### config.mk
export PLATFORM = sky130hd
export DESIGN_NAME = gpio_ctrl
export DESIGN_NICKNAME = d
export VERILOG_FILES = /design/src/rtl/gpio_pkg.sv /design/src/rtl/gpio_sync.sv /design/src/rtl/gpio_ctrl.sv
export SDC_FILE = /design/constraint.sdc
export NUM_CORES = 1
export LEC_CHECK = 0
export BUFFER_PORTS_ARGS = -buffer_cell sky130_fd_sc_hd__buf_2
export CAP_MARGIN = 20
export CORE_ASPECT_RATIO = 0.6
export CORE_UTILIZATION = 54
export CTS_BUF_LIST = sky130_fd_sc_hd__clkbuf_8 sky130_fd_sc_hd__clkbuf_16
export CTS_CLUSTER_SIZE = 28
export DETAILED_ROUTE_END_ITERATION = 8
export PLACE_DENSITY = 0.86
export SLEW_MARGIN = 25
export SYNTH_ARGS = -nofsm -noshare
export SYNTH_HDL_FRONTEND = slang
export SYNTH_HIERARCHICAL = 1
export SYNTH_SLANG_ARGS = --single-unit
### constraint.sdc
create_clock -name clk -period 2.8 [get_ports clk]
set_clock_uncertainty 0.1 [all_clocks]
set_input_delay 0.42 -clock clk [delete_from_list [all_inputs] [get_ports clk]]
set_output_delay 0.42 -clock clk [all_outputs]
set_load 0.005 [all_outputs]
### src/rtl/gpio_pkg.sv
// Shared constants for the GPIO controller: default width, register map, IRQ_POL reset value.
package gpio_pkg;

    localparam int unsigned GPIO_W_DEFAULT = 16;

    localparam logic [2:0] ADDR_DATA     = 3'd0;
    localparam logic [2:0] ADDR_TS       = 3'd1;
    localparam logic [2:0] ADDR_IN       = 3'd2;
    localparam logic [2:0] ADDR_IRQ_EN   = 3'd3;
    localparam logic [2:0] ADDR_IRQ_POL  = 3'd4;
    localparam logic [2:0] ADDR_IRQ_PEND = 3'd5;
    localparam logic [2:0] ADDR_SET      = 3'd6;
    localparam logic [2:0] ADDR_CLR      = 3'd7;

    // Replicated across all pins: every pin defaults to rising-edge sensitivity.
    localparam logic IRQ_POL_RST_BIT = 1'b1;

endpackage

### src/rtl/gpio_sync.sv
// Two-flop pin synchronizer; with GPIO_IRQ_EN also a delayed copy and rise/fall edge vectors.
module gpio_sync #(
    parameter int unsigned W = 16
) (
    input  logic         clk,
    input  logic         reset,
    input  logic [W-1:0] ps,
    output logic [W-1:0] sync
`ifdef GPIO_IRQ_EN
    ,
    output logic [W-1:0] rise,
    output logic [W-1:0] fall
`endif
);

    logic [W-1:0] meta_q;
    logic [W-1:0] sync_q;

    always_ff @(posedge clk or posedge reset) begin
        if (reset) begin
            meta_q <= '0;
            sync_q <= '0;
        end else begin
            meta_q <= ps;
            sync_q <= meta_q;
        end
    end

    assign sync = sync_q;

`ifdef GPIO_IRQ_EN
    logic [W-1:0] dly_q;
    logic [W-1:0] dly_d;
    logic [1:0]   warm_q;
    logic [1:0]   warm_d;
    logic         armed;

    // Until the synchronizer holds real pin data, the delayed copy tracks the first stage
    // so a pin that is already high at release is not seen as an edge.
    assign armed = (warm_q == 2'd2);

    always_comb begin
        warm_d = armed ? warm_q : warm_q + 2'd1;
        dly_d  = armed ? sync_q : meta_q;
    end

    always_ff @(posedge clk or posedge reset) begin
        if (reset) begin
            warm_q <= 2'd0;
            dly_q  <= '0;
        end else begin
            warm_q <= warm_d;
            dly_q  <= dly_d;
        end
    end

    assign rise = armed ? (sync_q & ~dly_q) : '0;
    assign fall = armed ? (~sync_q & dly_q) : '0;
`endif

endmodule

### src/rtl/gpio_ctrl.sv
// GPIO register bank and req/ack bus handshake. Define GPIO_IRQ_EN to include the
// edge-interrupt registers (IRQ_EN, IRQ_POL, IRQ_PEND) and the irq output.
module gpio_ctrl
    import gpio_pkg::*;
#(
    parameter int unsigned GPIO_W = GPIO_W_DEFAULT
) (
    input  logic              clk,
    input  logic              reset,
    input  logic              bus_req,
    input  logic              bus_we,
    input  logic [2:0]        bus_addr,
    input  logic [GPIO_W-1:0] bus_wdata,
    output logic [GPIO_W-1:0] bus_rdata,
    output logic              bus_ack,
    output logic [GPIO_W-1:0] gpio_dr,
    output logic [GPIO_W-1:0] gpio_ts,
    input  logic [GPIO_W-1:0] gpio_ps,
    output logic              irq
);

    logic              ack_q;
    logic              accept;
    logic              wr;
    logic [GPIO_W-1:0] rdata_q;
    logic [GPIO_W-1:0] rdata_d;
    logic [GPIO_W-1:0] rd_val;
    logic [GPIO_W-1:0] data_q;
    logic [GPIO_W-1:0] data_d;
    logic [GPIO_W-1:0] ts_q;
    logic [GPIO_W-1:0] ts_d;
    logic [GPIO_W-1:0] pin_sync;

    // A held request is not re-accepted during its own ack cycle.
    assign accept = bus_req & ~ack_q;
    assign wr     = accept & bus_we;

`ifdef GPIO_IRQ_EN
    logic [GPIO_W-1:0] pin_rise;
    logic [GPIO_W-1:0] pin_fall;
    logic [GPIO_W-1:0] en_q;
    logic [GPIO_W-1:0] en_d;
    logic [GPIO_W-1:0] pol_q;
    logic [GPIO_W-1:0] pol_d;
    logic [GPIO_W-1:0] pend_q;
    logic [GPIO_W-1:0] pend_d;
    logic [GPIO_W-1:0] hits;
`endif

    gpio_sync #(
        .W(GPIO_W)
    ) u_sync (
        .clk  (clk),
        .reset(reset),
        .ps   (gpio_ps),
        .sync (pin_sync)
`ifdef GPIO_IRQ_EN
        ,
        .rise (pin_rise),
        .fall (pin_fall)
`endif
    );

    always_comb begin
        data_d = data_q;
        ts_d   = ts_q;
        if (wr) begin
            case (bus_addr)
                ADDR_DATA: data_d = bus_wdata;
                ADDR_TS:   ts_d   = bus_wdata;
                ADDR_SET:  data_d = data_q | bus_wdata;
                ADDR_CLR:  data_d = data_q & ~bus_wdata;
                default:   ;
            endcase
        end
    end

    always_comb begin
        rd_val = '0;
        case (bus_addr)
            ADDR_DATA:     rd_val = data_q;
            ADDR_TS:       rd_val = ts_q;
            ADDR_IN:       rd_val = pin_sync;
`ifdef GPIO_IRQ_EN
            ADDR_IRQ_EN:   rd_val = en_q;
            ADDR_IRQ_POL:  rd_val = pol_q;
            ADDR_IRQ_PEND: rd_val = pend_q;
`endif
            default:       rd_val = '0;
        endcase
        rdata_d = (accept && !bus_we) ? rd_val : '0;
    end

    always_ff @(posedge clk or posedge reset) begin
        if (reset) begin
            ack_q   <= 1'b0;
            rdata_q <= '0;
            data_q  <= '0;
            ts_q    <= '0;
        end else begin
            ack_q   <= accept;
            rdata_q <= rdata_d;
            data_q  <= data_d;
            ts_q    <= ts_d;
        end
    end

`ifdef GPIO_IRQ_EN
    always_comb begin
        en_d   = en_q;
        pol_d  = pol_q;
        pend_d = pend_q;
        hits   = (pin_rise & pol_q) | (pin_fall & ~pol_q);
        if (wr) begin
            case (bus_addr)
                ADDR_IRQ_EN:   en_d   = bus_wdata;
                ADDR_IRQ_POL:  pol_d  = bus_wdata;
                ADDR_IRQ_PEND: pend_d = pend_q & ~bus_wdata;
                default:       ;
            endcase
        end
        // A new edge on the same edge as its W1C keeps the bit set.
        pend_d = pend_d | hits;
    end

    always_ff @(posedge clk or posedge reset) begin
        if (reset) begin
            en_q   <= '0;
            pol_q  <= {GPIO_W{IRQ_POL_RST_BIT}};
            pend_q <= '0;
        end else begin
            en_q   <= en_d;
            pol_q  <= pol_d;
            pend_q <= pend_d;
        end
    end

    assign irq = |(pend_q & en_q);
`else
    assign irq = 1'b0;
`endif

    assign bus_ack   = ack_q;
    assign bus_rdata = rdata_q;
    assign gpio_dr   = data_q;
    assign gpio_ts   = ts_q;

endmodule

Yosys cells after proc, flatten, opt, wreduce, memory -nomap -nowiden
Cells that the tools add are included.
{"block": "word_totals", "output_inout_bits": 50, "n_memories": 0, "input_bits": 39, "elab_cells": 25, "regBits": 81, "mem_bits_rw": 0, "latch_bits": 0, "romBits": 0}
{"block": "op_classes", "n_mul": 0, "n_addsub": 0, "n_shift": 0, "div_mod_pow": 0, "n_lt_le_gt_ge": 0, "muxes": 3, "n_bitwise": 6, "eq_ne": 4, "n_reduce_logical": 6}
{"op": "case mux 16 bit (3 select lines)", "count": 2}
{"op": "AND 16 bit", "count": 1}
{"op": "two-way mux 16 bit", "count": 1}
{"op": "inverter 16 bit", "count": 1}
{"op": "OR 16 bit", "count": 1}
{"op": "equality test 3 bit, second input constant", "count": 2}
{"op": "AND reduction 2 bit", "count": 2}
{"op": "equality test 3 x 1 -> 1 bit, second input constant", "count": 1}
{"op": "equality test 3 x 2 -> 1 bit, second input constant", "count": 1}
{"op": "zero test 3 bit", "count": 1}
{"op": "nonzero test 3 bit", "count": 1}
{"op": "AND 1 bit", "count": 2}
{"op": "logical AND 1 bit", "count": 1}
{"op": "zero test 1 bit", "count": 1}
{"op": "inverter 1 bit", "count": 1}

Logic depth before layout (Yosys ltp)
{"block": "depth", "ltp_word": 4, "ltp_mapped": 5, "ltp_nobuf": 3}

Hierarchy
The synthesis kept the hierarchy.
{"module": "gpio_ctrl", "area_each_um2": 2296.0, "instances": 1, "cells_each": 187, "seq_area_each_um2": 1226.2}
{"module": "gpio_sync", "area_each_um2": 804.5, "instances": 1, "cells_each": 33, "seq_area_each_um2": 800.8}

Least setup slack after synthesis
No wires, ideal clock.
{"block": "synth_timing", "kind": "register to register", "from": "register ack_q, in the netlist bus_ack", "to": "register ts_q[0], in the netlist gpio_ts[0]", "setup_time_ps": 125, "required_time_ps": 2575, "n_path_buf": 1, "path_stages_with_launch": 5, "synth_period_minus_slack_ps": 1829, "slack_ps": 971, "t_arrival_ps": 1604, "path_cell_list": "dfrtp_1 nand2b_1 nor4_4 buf_4 mux2_2"}
{"block": "synth_between", "elab_chain_len": 4}
{"item": "start: declaration", "line_no": "gpio_ctrl.sv:22", "rtl": "logic ack_q;"}
{"item": "start signal: assignment", "line_no": "gpio_ctrl.sv:101", "rtl": "ack_q <= accept;"}
{"item": "inverter 1 bit", "line_no": "gpio_ctrl.sv:35", "rtl": "assign accept = bus_req & ~ack_q;"}
{"item": "AND 1 bit", "line_no": "gpio_ctrl.sv:35"}
{"item": "AND 1 bit", "line_no": "gpio_ctrl.sv:36", "rtl": "assign wr = accept & bus_we;"}
{"item": "AND reduction 2 bit (no source line)"}
{"item": "end signal: assignment", "line_no": "gpio_ctrl.sv:104", "rtl": "ts_q <= ts_d;"}
{"item": "end: declaration", "line_no": "gpio_ctrl.sv:30", "rtl": "logic [GPIO_W-1:0] ts_q;"}
No other way between the ends.
A chain may end at the register's enable or synchronous reset.

Worst setup path in the final report
{"block": "layout_timing", "from": "register ack_q, in the netlist bus_ack", "to": "register ts_q[14], in the netlist gpio_ts[14]"}
The elaborated chain is that of the path after synthesis.

==> impl_metrics.env <==
export IMPL_hpwl_mm=4.29
export IMPL_clk_pin_slew_ns=0.09
export IMPL_htreeDepth=3
export IMPL_globalRouteTotalUtil_pct=23.3
export IMPL_antenna_found_initial=0
export IMPL_p_leak_nw=1.85
export IMPL_synth_edf_count=0
export IMPL_ant_nets=0
export IMPL_worstSkewPairLatency_ns=0.34
export IMPL_yosys_area_top_type="dfrtp_1"
export IMPL_final_cell_count_no_fill=394
export IMPL_gr_total_overflow=0
export IMPL_hold_viol=0
export IMPL_yosysUniqueCellTypes=23
export IMPL_cp_cell_sequence="nand2b_1 -> nor4_4 -> buf_12 -> mux2_2"
export IMPL_final_cell_mix="87 x buf_2, 81 x dfrtp_1, 17 x nand2_1"
export IMPL_place_ws_ns=0.724
export IMPL_synth_adder_area_share_pct=0
export IMPL_critical_path_class="flip-flop to flip-flop"
export IMPL_cts_buffers_inserted=9
export IMPL_grt_first_pass_wirelength_mm=10.1
export IMPL_min_path_type="input port to flip-flop"
export IMPL_setup_viol=0
export IMPL_synth_compound_area_share_pct=8.68
export IMPL_place_congestion=0.744
export IMPL_slowest_delay_ns=0.53
export IMPL_cellPowerDensity_nw_per_um2=771
export IMPL_m1WireLength_mm=2.82
export IMPL_dpl_cell_count=377
export IMPL_crit_slowest_cell="nor4_4"
export IMPL_routedWlPerCell_um=15.5
export IMPL_synth_simple_gate_area_share_pct=11.3
export IMPL_cap_violations=0
export IMPL_p_total_mw=2.96
export IMPL_cts_root_buffer="clkbuf_8"
export IMPL_dr_wl_met3_um=365
export IMPL_synth_async_reset_ratio_pct=100
export IMPL_ir_drop_uv=501
export IMPL_whs_ns=0.0772
export IMPL_fin_nets=351
export IMPL_yosysSeqAreaShare_pct=65.4
export IMPL_status="complete, no violations"
export IMPL_cp_end_kind="flip-flop"
export IMPL_cts_buffer_depth=2
export IMPL_synthCells=220
export IMPL_area_growth_pct=23.8
export IMPL_met2_length_mm=2.87
export IMPL_routed_top_layer="met4"
export IMPL_setup_slack_ns=0.849
export IMPL_synth_top_family_by_area="simple AND/OR/NAND/NOR gates"
export IMPL_routed_via_count=2122
export IMPL_final_common_cell="buf_2"
export IMPL_ios=89
export IMPL_synth_area_um2=3100
export IMPL_core_area_um2=5280
export IMPL_layout_min_cycle_time_ns=1.95
export IMPL_cp_arrival_ns=2.08
export IMPL_yosys_area_top_type_share_pct=65.4
export IMPL_synth_mux_area_share_pct=11.0
export IMPL_antennaDiodeCount=0
export IMPL_syn_num_nets=259
export IMPL_wirelength_mm=6.11
export IMPL_ys_ff_latch=81
export IMPL_synth_ff_type="dfrtp_1"
export IMPL_ys_top_cells_by_area="dfrtp_1 65%, mux2_2 5.8%, a221o_1 5.2%"
export IMPL_cts_tree="yes"
export IMPL_setup_tns_ns=0
export IMPL_drtIter0Drc=89
export IMPL_die_area_um2=6060
export IMPL_portBuffers=87
export IMPL_tightest_slew_ns=0.890
export IMPL_grt_max_degree=33
export IMPL_required_ns=2.93
export IMPL_rsz0062_at_grt="false"
export IMPL_numClockSinks=81
export IMPL_start_util_pct=58.7
export IMPL_synth_warnings=6
export IMPL_slew_viol_final=0
export IMPL_cp_start_kind="flip-flop"
export IMPL_viasPerCell=5.39
export IMPL_critPathMaxFanout=11
export IMPL_drive_above_1_share_pct=45.7
export IMPL_num_rows=20
export IMPL_fp_dieW_um=99.8
export IMPL_avgSynthCellArea_um2=14.1
export IMPL_fmax_mhz=512
export IMPL_drc_errors=0
export IMPL_synthXorXnorAreaFrac_pct=0.282
export IMPL_slew_headroom_pct=40.2
export IMPL_final_period_utilization_pct=69.7
export IMPL_dieHeight_um=60.7
export IMPL_first_pass_iters=4
export IMPL_grt_pass1_vias=1981
routing by layer:
layer  track usage, %  vias to the layer above
li1                 -                      965
met1             32.1                     1068
met2             36.3                       84
met3             6.45                        5
met4             8.82                        0
met5                0                        -
cell type report:
type / instances / area, um2
multi-input combinational: 123 / 973
fill: 375 / 1440
inverter: 4 / 15.0
sequential: 81 / 2030
tap: 77 / 96.3
clock inverter: 7 / 108
clock buffer: 9 / 124
timing repair buffer: 93 / 495
registers in the layout, summed over array words and instances (netlist names):
register and cells:
u_sync/sync 16, bus_ack 1, bus_rdata 16, gpio_dr 16, u_sync/meta_q 16, gpio_ts 16
report_power, final:
| group | leakage, nW | internal [mW] | total [mW] | switching [mW] |
|---|---|---|---|---|
| Clock | 0.114 | 0.520 | 0.951 | 0.431 |
| Combinational | 0.756 | 0.313 | 0.526 | 0.214 |
| Sequential | 0.985 | 1.34 | 1.48 | 0.144 |
| Total | 1.85 | 2.17 | 2.96 | 0.788 |
per-stage QoR:
step / utilization (%) / cell area (um2)
after floorplan: - / 3100
after global placement: 68.1 / 3600
after detailed placement: 68.1 / 3600
after CTS: 72.7 / 3840
after global routing: 72.7 / 3840
final: 72.7 / 3840
critical path: cells and delay by family (launching register included):
family / cells / cell delay, ns
buf+inv: 1 / 0.21
flops: 1 / 0.38
mux: 1 / 0.34
simple gates: 2 / 0.80
synth_stat cells, drive strengths merged, types with 2 or more instances:
cell,n
a21oi,16
a221o,16
nor4,2
inv,4
nor3b,16
buf,7
mux2,16
or2,16
mux2i,16
clkbuf,4
nand2,18
dfrtp,81
logic make-up after synthesis:
group                  count (synthesis)
multiplexers                          32
AO/OA/AOI/OAI                         34
flip-flops                            81
other                                  1
AND/OR/NAND/NOR                       55
XOR/XNOR                               1
buffers and inverters                 16
path summary, 6_finish.rpt:
kind	start	to	slack [ns]	depth (start not counted)
setup / recovery	bus_ack	gpio_ts[14]	0.85	4
hold / removal	gpio_ps[5]	u_sync/meta_q[5]	0.08	1
setup reg to reg	bus_ack	gpio_ts[14]	0.85	4
hold reg to reg	u_sync/meta_q[3]	u_sync/sync[3]	0.25	0
max in group asynchronous	reset	gpio_ts[11]	1.34	4
min in group asynchronous	reset	gpio_ts[10]	0.51	3
what timing repair did:
action,CTS,global route
endpoints found under the hold margin,17,0
setup endpoints to repair,0,0
setup buffers,0,0
resized for setup,0,0
hold buffers,1,0
Power figures use the tool's default switching activity.
